`src/rtl/count_arbiter_pkg.sv`:
```
// Shared definitions for the counter-controller blocks: FSM encodings,
// default count width and a one-hot to index helper.
package count_arbiter_pkg;

    typedef enum logic [1:0] {
        ST_IDLE = 2'b00,
        ST_RUN  = 2'b01,
        ST_DONE = 2'b10
    } state_t;

    localparam int DEFAULT_CNT_WIDTH = 7;

    // Index of the set bit in a one-hot vector of up to eight requesters.
    function automatic logic [2:0] oh_to_idx(input logic [7:0] oh);
        logic [2:0] idx;
        idx = 3'd0;
        for (int i = 0; i < 8; i++) begin
            if (oh[i]) begin
                idx = 3'(i);
            end else begin
                idx = idx;
            end
        end
        return idx;
    endfunction

endpackage

```
`src/rtl/count_arbiter_rr_pick.sv`:
```
// Combinational round-robin picker: searches from ptr+1 upward with
// wrap-around and returns the first requester found as a one-hot vector.
module rr_pick
    import count_arbiter_pkg::*;
#(
    parameter int NUM_REQ = 4,
    parameter int PTR_W   = 2
) (
    input  logic [NUM_REQ-1:0] req,
    input  logic [PTR_W-1:0]   ptr,
    output logic [NUM_REQ-1:0] winner
);

    logic found;

    // Walk the candidates in priority order, offset 1 being the highest.
    always_comb begin
        winner = '0;
        found  = 1'b0;
        for (int off = 1; off <= NUM_REQ; off++) begin
            for (int k = 0; k < NUM_REQ; k++) begin
                if (!found && req[k] && (k == ((int'(ptr) + off) % NUM_REQ))) begin
                    winner[k] = 1'b1;
                    found     = 1'b1;
                end else begin
                    found = found;
                end
            end
        end
    end

endmodule

```
`src/rtl/count_arbiter.sv`:
```
// Shared up-counter arbitrated round-robin among NUM_REQ requesters; each
// run counts 0..V for the owner's terminal value V, then pulses done.
module count_arbiter
    import count_arbiter_pkg::*;
#(
    parameter int NUM_REQ   = 4,
    parameter int CNT_WIDTH = DEFAULT_CNT_WIDTH
) (
    input  logic                           clk,
    input  logic                           rst_n,
    input  logic [NUM_REQ-1:0]             req_i,
    input  logic [NUM_REQ*CNT_WIDTH-1:0]   cnt_val_i,
    input  logic                           abort_i,
    output logic [NUM_REQ-1:0]             grant_o,
    output logic [NUM_REQ-1:0]             done_o,
    output logic                           busy_o,
    output logic [CNT_WIDTH-1:0]           cnt_o
);

    localparam int PTR_W = (NUM_REQ > 1) ? $clog2(NUM_REQ) : 1;

    state_t                 state_r;
    logic [NUM_REQ-1:0]     grant_r;
    logic [NUM_REQ-1:0]     done_r;
    logic                   busy_r;
    logic [CNT_WIDTH-1:0]   cnt_r;
    logic [CNT_WIDTH-1:0]   cap_r;
    logic [PTR_W-1:0]       ptr_r;

    logic [NUM_REQ-1:0]     pick_s;
    logic [CNT_WIDTH-1:0]   cap_sel_s;
    logic [7:0]             grant_ext_s;

    rr_pick #(
        .NUM_REQ (NUM_REQ),
        .PTR_W   (PTR_W)
    ) u_rr_pick (
        .req    (req_i),
        .ptr    (ptr_r),
        .winner (pick_s)
    );

    assign grant_ext_s = 8'(grant_r);

    // Terminal value of the requester the picker is selecting this cycle.
    always_comb begin
        cap_sel_s = '0;
        for (int k = 0; k < NUM_REQ; k++) begin
            if (pick_s[k]) begin
                cap_sel_s = cnt_val_i[k*CNT_WIDTH +: CNT_WIDTH];
            end else begin
                cap_sel_s = cap_sel_s;
            end
        end
    end

    // Controller FSM with all outputs registered.
    always_ff @(posedge clk or negedge rst_n) begin
        if (!rst_n) begin
            state_r <= ST_IDLE;
            grant_r <= '0;
            done_r  <= '0;
            busy_r  <= 1'b0;
            cnt_r   <= '0;
            cap_r   <= '0;
            ptr_r   <= PTR_W'(NUM_REQ - 1);
        end else begin
            done_r <= '0;
            case (state_r)
                ST_IDLE: begin
                    if (|req_i) begin
                        grant_r <= pick_s;
                        cap_r   <= cap_sel_s;
                        cnt_r   <= '0;
                        busy_r  <= 1'b1;
                        state_r <= ST_RUN;
                    end else begin
                        state_r <= ST_IDLE;
                    end
                end
                ST_RUN: begin
                    // Abort wins over a terminal match; the count is left as is.
                    if (abort_i) begin
                        grant_r <= '0;
                        busy_r  <= 1'b0;
                        state_r <= ST_IDLE;
                    end else if (cnt_r == cap_r) begin
                        done_r  <= grant_r;
                        state_r <= ST_DONE;
                    end else begin
                        cnt_r   <= cnt_r + CNT_WIDTH'(1);
                    end
                end
                ST_DONE: begin
                    ptr_r   <= PTR_W'(oh_to_idx(grant_ext_s));
                    grant_r <= '0;
                    busy_r  <= 1'b0;
                    state_r <= ST_IDLE;
                end
                default: begin
                    grant_r <= '0;
                    busy_r  <= 1'b0;
                    state_r <= ST_IDLE;
                end
            endcase
        end
    end

    assign grant_o = grant_r;
    assign done_o  = done_r;
    assign busy_o  = busy_r;
    assign cnt_o   = cnt_r;

endmodule

```
`config.mk`:
```
export PLATFORM = sky130hd
export DESIGN_NAME = count_arbiter
export DESIGN_NICKNAME = d
export VERILOG_FILES = /design/src/rtl/count_arbiter_pkg.sv /design/src/rtl/count_arbiter_rr_pick.sv /design/src/rtl/count_arbiter.sv
export SDC_FILE = /design/constraint.sdc
export NUM_CORES = 1
export LEC_CHECK = 0
export BUFFER_PORTS_ARGS = -buffer_cell sky130_fd_sc_hd__buf_2
export CAP_MARGIN = 25
export CORE_MARGIN = 3
export CORE_UTILIZATION = 35
export DETAILED_ROUTE_END_ITERATION = 8
export PLACE_DENSITY = 0.6
export RECOVER_POWER = 50
export SETUP_SLACK_MARGIN = 0.3
export SLEW_MARGIN = 20
export SYNTH_ARGS = -nofsm -noshare
export SYNTH_HDL_FRONTEND = slang
export SYNTH_SLANG_ARGS = --single-unit
```
`constraint.sdc`:
```
create_clock -name clk -period 1.6 [get_ports clk]
set_input_delay 0.16 -clock clk [delete_from_list [all_inputs] [get_ports clk]]
set_output_delay 0.16 -clock clk [all_outputs]
set_load 0.005 [all_outputs]
```
==> flow_metrics.py <==
metrics = {
    "power": {
        "clkPwrFrac_pct": 14.0,
        "ir_drop_v": 0.000488,
        "p_seq_share_pct": 37.6,
        "p_switching_uw": 993,
        "pwr-share-comb_pct": 48.4,
        "intPower_mw": 1.73,
        "p_sw_share_pct": 36.5,
        "powerDensity_nw_per_um2": 1290,
        "p_leak_nw": 0.956,
    },
    "clocking": {
        "clk_latency_ns": 0.27,
        "cts_sinks": 27,
        "cts_max_level": 1,
        "cts_buffer_depth": 2,
        "root_buffer": "clkbuf_8",
        "clkTransAtPathRegs_ns": 0.09,
        "cts_tree": "built",
        "numCtsBuffers": 3,
    },
    "finish": {
        "diodes": 0,
        "area_delta_synth_final_pct": 49.9,
        "layout-drive-gt1-share_pct": 48.4,
        "fillers": 323,
        "final_nets": 258,
        "post-route-cell-area_sq_um": 2110,
    },
    "detailed_routing": {
        "firstDrtPassIters": 4,
        "drtIter0Drc": 106,
        "num_vias": 1465,
        "drc": 0,
        "vias_per_cell": 5.45,
        "wirelength_mm": 3.94,
        "final_antenna_net_count": 0,
        "wl_per_cell_um": 14.6,
    },
    "logic_synthesis": {
        "syn_inst": 141,
        "synthesis.area_sq_um": 1410,
        "synth_seq_cells": 27,
        "ys_types": 35,
        "synth_top_area_share_pct": 44.5,
        "synth_area_leaders": "dfrtp_1 (45%), a222oi_1 (5.0%), a21oi_1 (4.3%)",
        "avgSynthCellArea_sq_um": 9.97,
        "synthesis.nets": 177,
        "yosysWarnings": 0,
        "synth_top_cell_by_area": "dfrtp_1",
        "yosysSeqAreaShare_pct": 48.3,
    },
    "worst_setup_path": {
        "crit_buf_inv": 0,
        "cp_slowest_cell": "dfstp_2",
        "worst-path-stages": 4,
        "cp.arrival_ns": 1.75,
        "regToRegEndpoint": "cap_r[4]",
        "critPathLaunch": "ptr_r[1]",
        "crit_path_end_kind": "register",
        "r2r_start": "ptr_r[1]",
        "r2r_cells": 4,
        "worstSetupStartpointType": "register",
        "crit_fanout": 8,
        "critPathCapture": "cap_r[4]",
        "critPathMaxStageDelay_ns": 0.59,
        "required_ns": 1.75,
        "rrSetupSlack_ns": -0.002,
        "timing.critical_path.max_delay_family": "compound AO/OA/AOI/OAI gates",
        "path_cells": "nor2_2, o311a_4, a222oi_1, a211oi_1",
        "crit_type": "register to register",
    },
    "floorplanning": {
        "rows": 22,
        "die_area_sq_um": 4810,
        "coreArea_sq_um": 3770,
        "fp.dieH_um": 69.4,
        "num_io_pins": 51,
        "start_util_pct": 37.3,
        "die_w_um": 69.4,
    },
    "grt": {
        "antenna_found_initial": 0,
        "grt_max_degree": 28,
        "grt_pass1_wl_mm": 6.67,
        "grt_pass1_vias": 1480,
        "grtUsageTotal_pct": 16.6,
        "overflow": 0,
    },
    "sta": {
        "setup_ws_ns": -0.00181,
        "fin_skew_ns": 0.0116,
        "post-route-period-util_pct": 100,
        "tns_ns": -0.00181,
        "relSlewSlack_pct": 55.4,
        "rsz0062_at_grt": "yes",
        "hold_violations": 0,
        "max_freq_mhz": 624,
        "final.min_clock_period_ns": 1.60,
        "setup_viol_count_final": 1,
        "worstMarginPinSlew_ns": 0.669,
        "drv_slew": 0,
    },
    "place": {
        "gp_congestion": 0.887,
        "dp_hpwl_mm": 2.81,
        "postPlaceCellArea_sq_um": 1830,
        "portBuffers": 50,
    },
    "run": {
        "drv_cap": 0,
    },
    "hold_path": {
        "hp-class": "input port to register",
    },
    "run_status": {
        "status": "complete, but fails checks",
        "violations": "setup timing",
    },
}
## area by class of cell
cell class	count	area (sq um)	area share [%]
repair buffers	80	503	23.9
inverters	5	18.8	0.891
clock buffers	4	45.0	2.14
multi-input cells	105	798	37.9
well taps	48	60.1	2.85
flip-flops and latches	27	681	32.3
## power by group through the flow
| stage | sequential, mW | combinational [mW] | clock, mW |
|---|---|---|---|
| 2_1_floorplan | 1.03 | 0.669 | 0 |
| 3_3_place_gp | 1.03 | 1.05 | 0 |
| 3_5_place_dp | 1.03 | 1.07 | 0 |
| 4_1_cts | 1.02 | 1.22 | 0.395 |
| 5_1_grt | 1.06 | 1.46 | 0.420 |
| 6_report | 1.02 | 1.32 | 0.382 |
## kinds of logic (layout without fill, tap and decap cells)
kind of cell               Yosys count  after routing  share of synthesized area (%)
and+or+nand+nor                     50             50                           19.5
AOI/OAI and AO/OA                   47             47                           24.0
DFF                                 27             27                           48.3
buffers and inverters                9             89                           3.03
xor gates and xnor gates             7              7                           4.36
adders and majority gates            1              1                          0.890
## stage by stage
step                power (mW)  hold WS [ns]  util [%]  worst slack [ns]  instances
floorplan                 1.70        -0.136         -            0.0425        141
global placement          2.08         0.204      48.6           -0.0278        250
detailed placement        2.10         0.212      48.6           -0.0807        250
CTS                       2.64         0.243      53.2            0.0118        264
global route              2.94         0.262      55.8            -0.115        269
finish                    2.72         0.244      55.8          -0.00181        269
## cells in the mapped netlist
cell type / n
nand2_1: 8
nor2_1: 10
o22ai_2: 1
a211oi_1: 7
o211a_1: 1
o221a_2: 1
nor4_2: 1
a21oi_1: 12
nand4_1: 3
ha_1: 1
inv_1: 5
nand3_1: 1
nor3_1: 9
o211ai_2: 1
o21ai_0: 10
a32o_1: 1
buf_6: 1
nor4_1: 1
and2_0: 1
nand4b_1: 1
o22ai_1: 1
a222oi_1: 7
a22o_1: 3
or3_1: 7
nand2b_1: 3
clkbuf_1: 2
o311a_1: 1
dfrtp_1: 25
dfstp_2: 2
xnor2_1: 6
o21ai_1: 1
and2_1: 4
buf_2: 1
xor2_1: 1
nor3_4: 1
## registers in the layout (all words and copies together), names as in the netlist
signal and flops:
cap_r 7, cnt_o 7, done_o 4, grant_o 4
ptr_r 2, state_r 2, busy_o 1
## layer usage
metal / part of all wire, % / vias up / global-route usage (%)
met4: 1.8 / 0 / 5.64
met1: 44 / 705 / 22.2
li1: - / 700 / -
met3: 5.3 / 6 / 2.90
met2: 49 / 54 / 27.2
met5: 0 / - / 0
## placed cells by master, fill, tap and decap left out, types with 2 or more instances in the layout
| cell type | count |
|---|---|
| a21oi_2 | 3 |
| clkbuf_8 | 3 |
| and2_1 | 4 |
| o21ai_2 | 2 |
| nor3_1 | 8 |
| dfrtp_2 | 2 |
| dfstp_2 | 2 |
| o21ai_1 | 3 |
| a222oi_1 | 7 |
| buf_6 | 4 |
| nor4_2 | 2 |
| xnor2_1 | 5 |
| nor2_1 | 8 |
| buf_2 | 47 |
| nand4_1 | 3 |
| a22o_1 | 3 |
| nand2b_1 | 3 |
| or3_4 | 2 |
| nor3_4 | 2 |
| a21oi_1 | 9 |
| clkbuf_1 | 3 |
| o21ai_0 | 6 |
| dfrtp_1 | 23 |
| or3_1 | 5 |
| inv_1 | 4 |
| a211oi_1 | 7 |
| nand2_1 | 8 |
| buf_4 | 24 |
## worst min path at each step
stage	from	cells past startpoint	slack, ns	end
finish	cnt_val_i[24]	3	0.24	cap_r[3]
floorplan	rst_n	0	-0.14	busy_o
detailed placement	rst_n	1	0.21	done_o[0]
global route	cnt_val_i[23]	3	0.26	cap_r[2]
CTS	cnt_val_i[24]	3	0.24	cap_r[3]
global placement	rst_n	1	0.20	done_o[0]
## worst min-delay path, delay by kind of cell
kind,cells,cell delay (ns)
compound gates,1,0.19
buf+inv,1,0.08
simple gates,1,0.04
## repair_timing
| item | 4_1_cts | 5_1_grt |
|---|---|---|
| hold endpoints to repair | 25 | 0 |
| setup endpoints to repair | 24 | 24 |
| gates resized for setup | 11 | 14 |
| setup buffers | 9 | 5 |
| hold buffers | 1 | 0 |
| pin swaps | 11 | 9 |
(Power assumes the default switching activity.)
